==> src/rtl/cmip_bus_skid_pipe.sv <==
// cmip_bus_skid_pipe
// Valid/ready register pipeline built from STAGES registered skid stages.
// Data and valid travel forward, ready travels backward, and every one of
// them is registered at each stage, so no combinational path crosses the
// block. Each stage holds up to two beats (main + skid), which allows
// 1 beat/clk throughput even though ready is registered.
// STAGES = 0 degenerates to plain wires.
module cmip_bus_skid_pipe #(
  parameter int                   STAGES    = 2,
  parameter int                   DATA_WDTH = 8,
  parameter logic [DATA_WDTH-1:0] INIT_DATA = {DATA_WDTH{1'b0}},
  localparam int                  LVL_W     = (STAGES > 0) ? $clog2(2*STAGES+1) : 1
) (
  input  logic                 i_clk,
  input  logic                 i_rst,
  input  logic [DATA_WDTH-1:0] i_din,
  input  logic                 i_valid,
  output logic                 o_ready,
  output logic [DATA_WDTH-1:0] o_dout,
  output logic                 o_valid,
  input  logic                 i_ready,
  output logic [LVL_W-1:0]     o_level
);

  // EMPTY: nothing held; ONE: main holds a beat; FULL: main and skid both hold beats
  typedef enum logic [1:0] {
    ST_EMPTY = 2'd0,
    ST_ONE   = 2'd1,
    ST_FULL  = 2'd2
  } stage_state_t;

  if (STAGES == 0) begin : g_wires
    assign o_dout  = i_din;
    assign o_valid = i_valid;
    assign o_ready = i_ready;
    assign o_level = '0;
  end else begin : g_pipe
    // Per-stage links: main valid / main data forward, ready backward
    logic [STAGES-1:0]           main_v_w;
    logic [STAGES-1:0]           rdy_w;
    logic [STAGES*DATA_WDTH-1:0] main_d_w;
    logic [LVL_W-1:0]            level_reg;
    logic [LVL_W-1:0]            level_next;
    logic                        in_hs;
    logic                        out_hs;

    for (genvar gi = 0; gi < STAGES; gi++) begin : g_stage
      stage_state_t         state_reg;
      stage_state_t         state_next;
      logic [DATA_WDTH-1:0] main_reg;
      logic [DATA_WDTH-1:0] main_next;
      logic [DATA_WDTH-1:0] skid_reg;
      logic [DATA_WDTH-1:0] skid_next;
      logic                 rdy_reg;
      logic                 rdy_next;
      logic                 up_valid;
      logic [DATA_WDTH-1:0] up_data;
      logic                 dn_ready;
      logic                 up_acc;
      logic                 pop;

      if (gi == 0) begin : g_src
        assign up_valid = i_valid;
        assign up_data  = i_din;
      end else begin : g_link
        assign up_valid = main_v_w[gi-1];
        assign up_data  = main_d_w[(gi-1)*DATA_WDTH +: DATA_WDTH];
      end

      if (gi == STAGES-1) begin : g_sink
        assign dn_ready = i_ready;
      end else begin : g_back
        assign dn_ready = rdy_w[gi+1];
      end

      assign up_acc = up_valid & rdy_reg;
      assign pop    = (state_reg != ST_EMPTY) & dn_ready;

      // Next-state and data movement; skid always drains into main before newer data
      always_comb begin
        state_next = state_reg;
        main_next  = main_reg;
        skid_next  = skid_reg;
        case (state_reg)
          ST_EMPTY: begin
            if (up_acc) begin
              main_next  = up_data;
              state_next = ST_ONE;
            end
          end
          ST_ONE: begin
            if (pop && up_acc) begin
              main_next = up_data;
            end else if (pop) begin
              state_next = ST_EMPTY;
            end else if (up_acc) begin
              skid_next  = up_data;
              state_next = ST_FULL;
            end
          end
          ST_FULL: begin
            if (pop) begin
              main_next  = skid_reg;
              state_next = ST_ONE;
            end
          end
          default: state_next = ST_EMPTY;
        endcase
        rdy_next = (state_next != ST_FULL);
      end

      // Stage registers; ready is low exactly while the skid is occupied
      always_ff @(posedge i_clk or posedge i_rst) begin
        if (i_rst) begin
          state_reg <= ST_EMPTY;
          main_reg  <= INIT_DATA;
          skid_reg  <= INIT_DATA;
          rdy_reg   <= 1'b0;
        end else begin
          state_reg <= state_next;
          main_reg  <= main_next;
          skid_reg  <= skid_next;
          rdy_reg   <= rdy_next;
        end
      end

      assign main_v_w[gi]                          = (state_reg != ST_EMPTY);
      assign rdy_w[gi]                             = rdy_reg;
      assign main_d_w[gi*DATA_WDTH +: DATA_WDTH]   = main_reg;
    end

    assign o_valid = main_v_w[STAGES-1];
    assign o_dout  = main_d_w[(STAGES-1)*DATA_WDTH +: DATA_WDTH];
    assign o_ready = rdy_w[0];

    assign in_hs  = i_valid & o_ready;
    assign out_hs = o_valid & i_ready;

    // Occupancy follows the boundary handshakes; simultaneous in and out cancel
    always_comb begin
      level_next = level_reg;
      case ({in_hs, out_hs})
        2'b10:   level_next = level_reg + 1'b1;
        2'b01:   level_next = level_reg - 1'b1;
        default: level_next = level_reg;
      endcase
    end

    // Occupancy register
    always_ff @(posedge i_clk or posedge i_rst) begin
      if (i_rst) begin
        level_reg <= '0;
      end else begin
        level_reg <= level_next;
      end
    end

    assign o_level = level_reg;
  end

endmodule

==> config.mk <==
export PLATFORM = sky130hd
export DESIGN_NAME = cmip_bus_skid_pipe
export DESIGN_NICKNAME = d
export VERILOG_FILES = /design/src/rtl/cmip_bus_skid_pipe.sv
export SDC_FILE = /design/constraint.sdc
export NUM_CORES = 1
export LEC_CHECK = 0
export ABC_AREA = 0
export BUFFER_PORTS_ARGS = -buffer_cell sky130_fd_sc_hd__buf_4
export CAP_MARGIN = 20
export CORE_MARGIN = 5
export CORE_UTILIZATION = 35
export DETAILED_ROUTE_END_ITERATION = 6
export PLACE_DENSITY_LB_ADDON = 0.05
export SYNTH_ARGS = -nofsm -noshare
export SYNTH_HDL_FRONTEND = slang
export SYNTH_SLANG_ARGS = --single-unit
==> constraint.sdc <==
create_clock -name i_clk -period 2.6 [get_ports i_clk]
set_clock_uncertainty 0.05 [all_clocks]
set_input_delay 0.26 -clock i_clk [delete_from_list [all_inputs] [get_ports i_clk]]
set_output_delay 0.26 -clock i_clk [all_outputs]
set_load 0.05 [all_outputs]
After elaboration in Yosys (flattened, before gate mapping) --
Cells that the tools add are included.
Cells by class: add/subtract/negate cells 2, equal/unequal tests 14, muxes and demuxes 21, bitwise operators 7, reduce and logical (&&, ||, !) cells 13
Operators by type and width (count):
- $mux W8 | 6
- $pmux W8 S3 | 2
- $mux W2 | 10
- $ne A2 B2 Y1 const B | 8
- $reduce_and A4 Y1 | 4
- $pmux W2 S3 | 2
- $eq A2 B1 Y1 const B | 3
- $eq A2 B2 Y1 const B | 3
- $pmux W3 S2 | 1
- $reduce_bool A2 Y1 | 3
- $reduce_bool A3 Y1 | 2
- $logic_not A2 Y1 | 2
- $not A1 Y1 | 4
- $add A3 B1 Y3 const B | 1
- $and A1 B1 Y1 | 3
- $sub A3 B1 Y3 const B | 1
- $logic_and A1 B1 Y1 | 2
Word-level totals: flip-flop bits (word level) 41, bits of input ports 12, output and inout port bits 13, word-level logic and storage cells 66

Longest topological paths before layout --
word-level depth 7, depth in mapped cells 7

Worst setup path before layout --
No wires, ideal clock.
kind reg-to-reg, start point register g_pipe.g_stage[0].rdy_reg (netlist: o_ready), end point register g_pipe.level_reg[2] (netlist: o_level[2]), arrival time 1.710 ns, required time 2.410 ns, setup slack 0.699 ns, cell stages (with the launch flop) 7, buffers on the path 0, path through dfrtp_1 -> nand2_1 -> nand3_1 -> fa_1 -> and2_1 -> mux2i_1 -> xnor2_1
Between the ends: longest elaborated chain between the ends 3, elaborated cells between the ends (all ways) 5
RTL lines:
- from (decl) | RTL line 54 | logic rdy_reg;
- from (signal assigned) | RTL line 123 | rdy_reg <= rdy_next;
- $and A1 B1 Y1 (*) | RTL line 136 | assign in_hs = i_valid & o_ready;
- $eq A2 B1 Y1 / $eq A2 B2 Y1 (equally long branches) | RTL line 142 | case ({in_hs, out_hs})
- $pmux W3 S2 / $reduce_bool A2 Y1 (equally long branches)
- to (signal assigned) | RTL line 154 | level_reg <= level_next;
- to (decl) | RTL line 42 | logic [LVL_W-1:0] level_reg;
Mark *: on every way between the ends. The rest lies on a longest branch, timed or not. A chain may end at the register's enable or synchronous reset.

Worst setup path in the final report --
Ends and elaborated chain as after synthesis.

==> impl_metrics.csv <==
group,metric,value,unit
run_status,status,"completed",
timing,finalHoldViolations,0,
timing,slew_headroom,58.2,%
global_routing,grt_pass1_wl,5410,µm
timing,fin_crit_sh,69.3,%
synthesis,synthTopCellsByCount,"41 x dfrtp_1, 20 x a21oi_1, 17 x mux2_2",
setup_path,crit_path_end_kind,"register",
finish,drive_gt1_share,29.8,%
finish,design_area,0.00216,mm²
setup_path,crit_family,"simple AND/OR/NAND/NOR gates",
timing,slew_viol_final,0,
setup_path,critPathBufInv,0,
timing,final.setup.tns,0,ns
route,first_iter_violations,69,
setup_path,critical_path_class,"reg2reg",
synthesis,synth-seq-cells,41,
route,via_per_inst,4.60,
setup_path,path_cells,"nand2_1, nand3_1, fa_1, and2_1, mux2i_1, xnor2_1",
synthesis,synth_most_common_cell,"dfrtp_1",
setup_path,slowest_delay,0.40,ns
floorplanning,initial_core_util,35.9,%
floorplanning,num_io_pins,25,
job,maxCapViolations,0,
clock_network,htree_levels,2,
synthesis,ys.warnings.count,0,
global_routing,grt_usage,10.8,%
timing,period_needed,1.80,ns
synthesis,synth_top_cell_by_area,"dfrtp_1",
clock_network,cts_setup_buffers,0,
synthesis,syn-instance-count,155,
finish,largest_reg_flops,16,
placed_design,gp_congestion,0.766,
setup_path,r2r_setup_slack,0.80,ns
clock_network,cts_hold_buf,0,
power,vdd_ir_drop_max,0.424,mV
setup_path,reg2reg_from,"o_ready",
placed_design,portBuffers,24,
route,wl,3210,µm
setup_path,crit_slowest_cell,"dfrtp_1",
route,num_vias,1154,
synthesis,async_flop_share,100,%
floorplanning,core_area,0.00507,mm²
synthesis,netlist_area,0.00182,mm²
clock_network,cts.sinks,41,
finish,finalNetCount,194,
setup_path,cp-start-kind,"register",
setup_path,crit_required,2.77,ns
timing,rsz0062_at_grt,"no",
placed_design,dpl_cell_area,0.00207,mm²
global_routing,first_global_vias,1136,
hold_path,hp-class,"in2async",
synthesis,synthFlopType,"dfrtp_1",
synthesis,synth.net_count,168,
timing,max_slew.worst_pin.slew,0.627,ns
clock_network,clk_path_buf_depth,2,
floorplanning,rows,26,
timing,setup_viol,0,
global_routing,grt_max_degree,42,
floorplanning,fp.dieW,82.2,µm
synthesis,seq_area_frac_synth,56.3,%
synthesis,syn_area_per_cell,11.8,µm²
clock_network,cts_tree,"built",
setup_path,r2r_cells,6,
power,p_leak,0.00100,µW
clock_network,cts_buffers,5,
clock_network,ctsResizeCount,0,
setup_path,worstReg2RegEnd,"o_level[2]",
synthesis,synth_top_area_share,56.3,%
route,drc,0,
global_routing,grt.overflow.total,0,
power,power_density,1330,mW/mm²
floorplanning,dieArea,0.00675,mm²
synthesis,synth_edf_count,0,
synthesis,netlist_top_cells_area,"dfrtp_1 56%, mux2_2 11%, a21oi_1 5.5%",
placed_design,dp_hpwl,2320,µm
setup_path,worstPathArrival,1.97,ns
finish,num_antenna_cells,0,
clock_network,cts.clk_slew.worst_paths,0.08,ns
route,ant_nets,0,
setup_path,cp_max_fo,7,
clock_network,clk_latency,0.29,ns
global_routing,antenna_found_initial,0,
clock_network,cts-root-buf,"clkbuf_8",
synthesis,synth.distinct_cells,30,
route,wl_per_cell,12.8,µm
finish,areaGrowthSynthToFinish,18.3,%
floorplanning,die_h,82.2,µm
timing,timing.fmax,0.555,GHz
route,firstDrtPassIters,4,
[stage by stage]
stage	hold WS (ns)	util [%]	power [µW]	worst slack [ns]	instances
floorplan	0.362	-	2150	0.699	155
global placement	0.367	40.7	2430	0.851	244
detailed placement	0.379	40.7	2480	0.796	244
CTS	0.0591	42.5	2920	0.785	251
global route	0.100	42.5	3090	0.628	251
finish	0.0365	42.5	2870	0.797	251
[cell families after synthesis]
logic type / synth area share (%)
and+or+nand+nor: 8.92
DFF: 56.3
AOI/OAI and AO/OA: 12.0
xor gates and xnor gates: 1.44
adders and majority gates: 1.10
buffers and inverters: 4.26
muxes: 16.0
[worst min-delay path, cell delays in order]
cell,delay (ns)
buf_4,0.11
inv_1,0.04
buf_4,0.42
[cells in the final DEF (no fill, tap or decap), types with 2 or more instances in the layout]
cell type,count
mux2_2,17
clkbuf_8,6
or2_2,2
mux2i_1,10
o22ai_1,9
and2_1,2
nor2b_1,2
inv_1,12
nand2_1,3
nor2_1,13
xnor2_1,2
dfrtp_1,41
o21ai_0,2
a21oi_1,20
buf_4,25
[how the worst max path moves through the flow]
stage | startpoint | cells after the start | end
after detailed placement | o_ready | 6 | o_level[2]
after floorplan | o_ready | 6 | o_level[2]
after global routing | g_pipe.g_stage[0].state_reg[1] | 4 | o_dout[4]
final | o_ready | 6 | o_level[2]
after global placement | o_ready | 6 | o_level[2]
after CTS | o_ready | 6 | o_level[2]
[power by group]
group          switching [µW]  total (µW)  internal [µW]  leakage [µW]
logic                     761        1280            521      0.000491
clock network             213         423            210     0.0000433
registers                 220        1170            948      0.000465
total                    1190        2870           1680       0.00100
[layer usage]
layer  vias to the layer above  wire length [µm]  global-route usage (%)
met3                         5               167                    4.12
li1                        578                 -                       -
met2                        22              1470                    16.6
met4                         0                54                    4.49
met1                       549              1510                    13.6
met5                         -                 0                       0
[cell type report]
type	instances	area [µm²]
Fill cell	519	2920
Sequential cell	41	1030
Multi-Input combinational cell	96	719
Timing Repair Buffer	25	188
Tap cell	70	87.6
Clock buffer	6	82.6
Inverter	12	45.0
Clock inverter	1	7.51
Note: power is estimated with default switching activity, not from simulation.
